### src/rtl/data_mem_responder.sv
// data_mem_responder
// Single-port 32-bit word memory behind a req/ack handshake. Each request is
// captured in IDLE, held through WAIT_CYCLES wait states, and completed with a
// one-cycle ack in RESP. Transactions are strictly serialized, so a read always
// sees the result of every earlier completed write.

module data_mem_responder #(
  parameter int WAIT_CYCLES = 2,  // wait states before each response, 0..15
  parameter int ADDR_W      = 6   // word-address width
) (
  input  logic              clk,
  input  logic              rst,
  input  logic              req,
  input  logic              we,
  input  logic [ADDR_W-1:0] addr,
  input  logic [31:0]       wdata,
  output logic              ack,
  output logic [31:0]       rdata,
  output logic              busy
);

  localparam int         DEPTH     = 2 ** ADDR_W;
  localparam logic [3:0] WAIT_INIT = 4'(WAIT_CYCLES);

  typedef enum logic [1:0] {
    IDLE = 2'd0,
    WAIT = 2'd1,
    RESP = 2'd2
  } state_t;

  state_t            state_r;
  logic [3:0]        wait_cnt_r;
  logic              req_we_r;
  logic [ADDR_W-1:0] req_addr_r;
  logic [31:0]       req_wdata_r;
  logic [31:0]       mem_r [DEPTH];

  // Access qualifiers for the edge that enters RESP.
  logic              enter_resp_s;
  logic              acc_we_s;
  logic [ADDR_W-1:0] acc_addr_s;
  logic [31:0]       acc_wdata_s;

  // Decide whether this edge enters RESP and which request fields drive the access.
  // With zero wait states the capture and the access share one edge, so the
  // live inputs are used (they are exactly what gets captured on that edge).
  always_comb begin
    enter_resp_s = 1'b0;
    acc_we_s     = req_we_r;
    acc_addr_s   = req_addr_r;
    acc_wdata_s  = req_wdata_r;
    case (state_r)
      IDLE: begin
        if (req && (WAIT_CYCLES == 0)) begin
          enter_resp_s = 1'b1;
          acc_we_s     = we;
          acc_addr_s   = addr;
          acc_wdata_s  = wdata;
        end else begin
          enter_resp_s = 1'b0;
        end
      end
      WAIT: begin
        // Treating 0 like 1 keeps the counter from ever wrapping.
        if (wait_cnt_r <= 4'd1) begin
          enter_resp_s = 1'b1;
        end else begin
          enter_resp_s = 1'b0;
        end
      end
      RESP: begin
        enter_resp_s = 1'b0;
      end
      default: begin
        enter_resp_s = 1'b0;
      end
    endcase
  end

  // Control FSM: request capture, wait counting and the registered ack/busy outputs.
  always_ff @(posedge clk) begin
    if (rst) begin
      state_r     <= IDLE;
      wait_cnt_r  <= 4'd0;
      ack         <= 1'b0;
      busy        <= 1'b0;
      req_we_r    <= 1'b0;
      req_addr_r  <= '0;
      req_wdata_r <= 32'h0;
    end else begin
      case (state_r)
        IDLE: begin
          ack <= 1'b0;
          if (req) begin
            req_we_r    <= we;
            req_addr_r  <= addr;
            req_wdata_r <= wdata;
            busy        <= 1'b1;
            if (WAIT_CYCLES == 0) begin
              state_r    <= RESP;
              ack        <= 1'b1;
              wait_cnt_r <= 4'd0;
            end else begin
              state_r    <= WAIT;
              wait_cnt_r <= WAIT_INIT;
            end
          end else begin
            busy <= 1'b0;
          end
        end
        WAIT: begin
          if (enter_resp_s) begin
            state_r    <= RESP;
            ack        <= 1'b1;
            wait_cnt_r <= 4'd0;
          end else begin
            wait_cnt_r <= wait_cnt_r - 4'd1;
          end
        end
        RESP: begin
          state_r <= IDLE;
          ack     <= 1'b0;
          busy    <= 1'b0;
        end
        default: begin
          state_r    <= IDLE;
          wait_cnt_r <= 4'd0;
          ack        <= 1'b0;
          busy       <= 1'b0;
        end
      endcase
    end
  end

  // Storage and read-data register: cleared on reset, accessed only when entering RESP.
  // Because a reset in WAIT or RESP clears the whole array, a captured but
  // uncommitted write can never land afterwards.
  always_ff @(posedge clk) begin
    if (rst) begin
      for (int i = 0; i < DEPTH; i++) begin
        mem_r[i] <= 32'h0;
      end
      rdata <= 32'h0;
    end else if (enter_resp_s) begin
      if (acc_we_s) begin
        mem_r[acc_addr_s] <= acc_wdata_s;
      end else begin
        rdata <= mem_r[acc_addr_s];
      end
    end
  end

endmodule

### config.mk
export PLATFORM = sky130hd
export DESIGN_NAME = data_mem_responder
export DESIGN_NICKNAME = d
export VERILOG_FILES = /design/src/rtl/data_mem_responder.sv
export SDC_FILE = /design/constraint.sdc
export NUM_CORES = 2
export LEC_CHECK = 0
export ABC_AREA = 0
export CAP_MARGIN = 25
export CORE_UTILIZATION = 42
export DETAILED_ROUTE_END_ITERATION = 16
export HOLD_SLACK_MARGIN = 0.06
export PLACE_DENSITY_LB_ADDON = 0.3
export SLEW_MARGIN = 10
export SYNTH_ARGS = -nofsm -noshare
export SYNTH_HDL_FRONTEND = slang
export SYNTH_SLANG_ARGS = --single-unit
### constraint.sdc
create_clock -name clk -period 4.75 [get_ports clk]
set_clock_uncertainty 0.15 [all_clocks]
set_input_delay 0.95 -clock clk [delete_from_list [all_inputs] [get_ports clk]]
set_output_delay 0.95 -clock clk [all_outputs]
set_load 0.02 [all_outputs]
* Word-level counts from Yosys, hierarchy flattened
Memory sizes are Yosys's and may differ from the RTL's. A register that Yosys moved wholly into a read port is not among the register bits.
Index checks and enable logic that the tools add are counted.
Widths: inputs -> output; s select.
** Word-level totals
- Output and inout bits :: 34
- Bits in writable memories :: 2048
- Memories kept :: 1
- Bits in registers :: 47
- Logic and storage cells :: 43
- Input bits :: 42
** Operators by class
- Bitwise logic cells :: 3
- Reductions and logical operators :: 7
- $lt $le $gt $ge :: 1
- Equal/unequal tests :: 4
- Multiplexer cells :: 19
- Add/sub/neg operators :: 1
** Memory list
- mem_r :: depth 64, width 32, read ports 1, clocked after Yosys merged registers in 1, write ports 64, line 36 : logic [31:0] mem_r [DEPTH];
** Operators by type and width (count)
- $mux 32 :: 1
- $reduce_or 32->1 :: 1
- $pmux 4 s3 :: 1
- $mux 1 :: 10
- $mux 4 :: 2
- $reduce_and 2->1 :: 4
- $mux 6 :: 1
- $le 4x1->1 const B :: 1
- $mux 2 :: 2
- $ne 2x2->1 const B :: 2
- $pmux 2 s2 :: 1
- $sub 4x1->4 const B :: 1
- $not 1->1 :: 3
- $eq 2x1->1 const B :: 1
- $eq 2x2->1 const B :: 1
- $logic_not 2->1 :: 1
- $pmux 1 s2 :: 1
- $reduce_or 2->1 :: 1

* Logic depth before layout (Yosys ltp)
- Word-level depth :: 8
- Gate-level depth with buffers :: 11
- Depth with buffers taken out :: 7

* Worst setup path after synthesis
No wires, ideal clock.
- Path type :: input port to flip-flop
- Start point :: in rst
- End point :: mem mem_r[44][0] (enable)
- Setup slack :: -35 ps
- Library setup time :: 466 ps
- Cell stages on the path :: 6
- Path buffers :: 2
- Arrival time :: 4169 ps
- Data required time :: 4134 ps
- Cells stage by stage :: nor3b_4 > and3_1 > buf_4 > nand3b_4 > buf_2 > o21ai_0
** RTL lines
- start: declaration :: line 12 : input logic rst,
- end: declaration :: line 36

==> flow_metrics.tcl <==
set metrics [dict create \
    period_share 0.875 \
    die_y_um 482 \
    fin_crit_ns 4.16 \
    setup_viol 0 \
    worstSetupPathType "register to register" \
    fillers 19600 \
    rr_worst_depth 5 \
    fmax_ghz 0.241 \
    cpPeakStageDelay_ns 0.88 \
    status "finished, final reports clean" \
    power_frac_seq 0.512 \
    fin_area_sq_um 109000 \
    cts_setup_buffers 0 \
    worst_pin_slew_ns 1.19 \
    clk_pin_slew_worst_paths_ns 0.06 \
    ys_ff_latch 2127 \
    cp-end-kind "register" \
    finalMaxSlewViolations 0 \
    dieWidth_um 482 \
    hold_viol_final 0 \
    cts_made_buffers 217 \
    path_cells "nor2b_2 -> buf_4 -> nand2_2 -> o21ai_4 -> buf_4" \
    grt.total_usage 0.272 \
    rrSetupSlack_ns 0.59 \
    core_sq_um 228000 \
    max_cap_viol_count 0 \
    grt_max_degree 73 \
    die_area_sq_um 232000 \
    cp_num_buf_inv 2 \
    final_cell_mix "and2_1 (2052), edfxtp_1 (2048), mux2i_1 (453)" \
    vias 59900 \
    switching_share 0.252 \
    h-tree-depth 4 \
    io_pins 76 \
    arrival_ns 4.56 \
    worstPathMaxFanout 27 \
    synth_enable_flop_cells 2048 \
    clock_power_share 0.395 \
    wirelength_um 317000 \
    grt_pass1_wl_um 443000 \
    ys_async_sr_fraction 0 \
    drc_errors 0 \
    ys.flop_type "edfxtp_1" \
    dr.pass1.iters 5 \
    syn_avg_cell_area_sq_um 14.0 \
    leakagePower_nw 38.1 \
    powerDensity_nw_per_um2 387 \
    r2r-start "acc_addr_s[2]" \
    yosys_warnings 0 \
    syn_nets 6967 \
    layout_commonest_cell "and2_1" \
    critPathTopFamily "simple AND/OR/NAND/NOR gates" \
    fin_util 0.478 \
    synth_cell_types 72 \
    hp-start "rst" \
    fin_total_pwr_mw 42.2 \
    placed_cell_area_sq_um 102000 \
    rsz0062_at_grt "no" \
    cts_tree "built" \
    cpMostUsedCell "buf_4" \
    ys_seq_area_frac 0.652 \
    ctsResizeCount 0 \
    start_kind "register" \
    slew_headroom 0.199 \
    gp_congestion 0.937 \
    port-buffer-count 75 \
    min_path_cells 3 \
    hold_path_class "input pin to register" \
    area_growth_pct 12.9 \
    power.switching_mw 10.7 \
    start_util 0.424 \
    cts-root-buf "clkbuf_16" \
    postCtsHoldBufs 0 \
    finalSetupTns_ns 0 \
    hold_end "ack" \
    critical_path.startpoint "acc_addr_s[2]" \
    required_ns 5.15 \
    avgRoutedWirePerCell_um 31.5 \
    ant_nets 0 \
    combPwrFrac 0.094 \
    drive_above_1_share 0.158 \
    clk_latency_ns 0.89 \
    fin_nets 6928 \
    dp_hpwl_um 194000 \
    cp_slowest_cell "o21ai_4" \
    p_int_mw 31.6 \
    cts.sinks 2127 \
    cts_buffer_depth 3 \
    syn_area_sq_um 96700 \
    rows 175 \
    vias_per_cell 5.93 \
    worst_r2r_endpoint "mem_r[37][20]" \
    grt_remaining_overflow 0 \
    ir_drop_mv 0.362 \
    first_global_vias 57500 \
    antenna_found_initial 29 \
    drtIter0Drc 8363 \
    synthCells 6923 \
]
flip-flops by register name (all words and copies together), names as in the netlist:
| name | count |
|---|---|
| acc_we_s | 1 |
| state_r | 2 |
| wait_cnt_r | 4 |
| mem_r | 2048 |
| ack | 1 |
| acc_addr_s | 6 |
| acc_wdata_s | 32 |
| rdata | 32 |
| busy | 1 |
cell usage after synthesis (all sizes together) (9+ instances only):
cell | n | share of area
a211oi | 11 | 0.00085
a21oi | 174 | 0.0090
a221oi | 81 | 0.0073
a22o | 45 | 0.0041
a22oi | 230 | 0.018
a311oi | 25 | 0.0023
a31oi | 9 | 0.00058
and2 | 2055 | 0.13
buf | 236 | 0.015
clkbuf | 490 | 0.020
dfxtp | 79 | 0.016
edfxtp | 2048 | 0.64
mux2 | 46 | 0.0054
mux2i | 453 | 0.047
mux4 | 184 | 0.043
nand2 | 152 | 0.0060
nand3 | 62 | 0.0033
nand3b | 11 | 0.0011
nand4 | 10 | 0.00065
nor2 | 150 | 0.0069
nor2b | 11 | 0.00074
nor3 | 9 | 0.00072
o2111ai | 15 | 0.0014
o211ai | 19 | 0.0015
o21a | 11 | 0.00085
o21ai | 165 | 0.0085
o22ai | 65 | 0.0042
power groups by stage:
stage | Sequential [mW] | Combinational, mW | Clock (mW)
after floorplan | 21.8 | 2.10 | 0
after global placement | 22.0 | 3.83 | 0
after detailed placement | 22.0 | 3.87 | 0
after CTS | 21.6 | 3.88 | 16.8
after global routing | 21.6 | 4.05 | 17.4
final | 21.6 | 3.95 | 16.7
per-stage QoR:
stage / instances / setup WS (ns) / hold WS [ns]
floorplan: 6923 / -0.0345 / 0.284
global placement: 9670 / 0.747 / 0.292
detailed placement: 9673 / 0.688 / 0.303
CTS: 10100 / 0.686 / 0.189
global route: 10100 / 0.661 / 0.235
finish: 10100 / 0.594 / 0.241
metal layers:
layer	track usage	vias up	routed length, um
met5	0	-	59
met4	0.141	6	18100
met3	0.0610	637	33800
met2	0.415	3361	143000
met1	0.363	30700	122000
li1	-	25100	-
kinds of logic (layout without fill, tap and decap cells):
| logic type | count (synthesis) | after routing | synth area share |
|---|---|---|---|
| AOI/OAI and AO/OA | 887 | 887 | 0.0620 |
| DFF | 2127 | 2127 | 0.652 |
| other | 0 | 14 | 0 |
| buffers and inverters | 730 | 878 | 0.0351 |
| adders and majority gates | 2 | 2 | 0.000259 |
| and+or+nand+nor | 2494 | 2494 | 0.155 |
| muxes | 683 | 683 | 0.0951 |
worst max path at each step:
stage                                to  slack [ns]  cells after the start
after detailed placement   mem_r[40][1]        0.69                      6
after CTS                 mem_r[37][22]        0.69                      5
after global placement     mem_r[37][2]        0.75                      5
after floorplan            mem_r[44][0]       -0.03                      6
final                     mem_r[37][20]        0.59                      5
after global routing      mem_r[37][22]        0.66                      5
worst register-to-register path, delay by kind of cell (launching register included):
kind                   cells  cell delay (ns)
and+or+nand+nor            2             1.19
AOI/OAI and AO/OA          1             0.90
DFF                        1             0.87
buffers and inverters      2             0.71
layout make-up:
type | count | area [sq um] | area share
antenna | 14 | 35.0 | 0.000321
inverter | 4 | 20.0 | 0.000183
tap | 3009 | 3760 | 0.0345
multi-input combinational | 4066 | 31100 | 0.285
timing repair buffer | 468 | 4270 | 0.0391
clock inverter | 110 | 948 | 0.00869
sequential | 2127 | 63100 | 0.578
clock buffer | 296 | 5890 | 0.0539
Power figures use the tool's default switching activity.
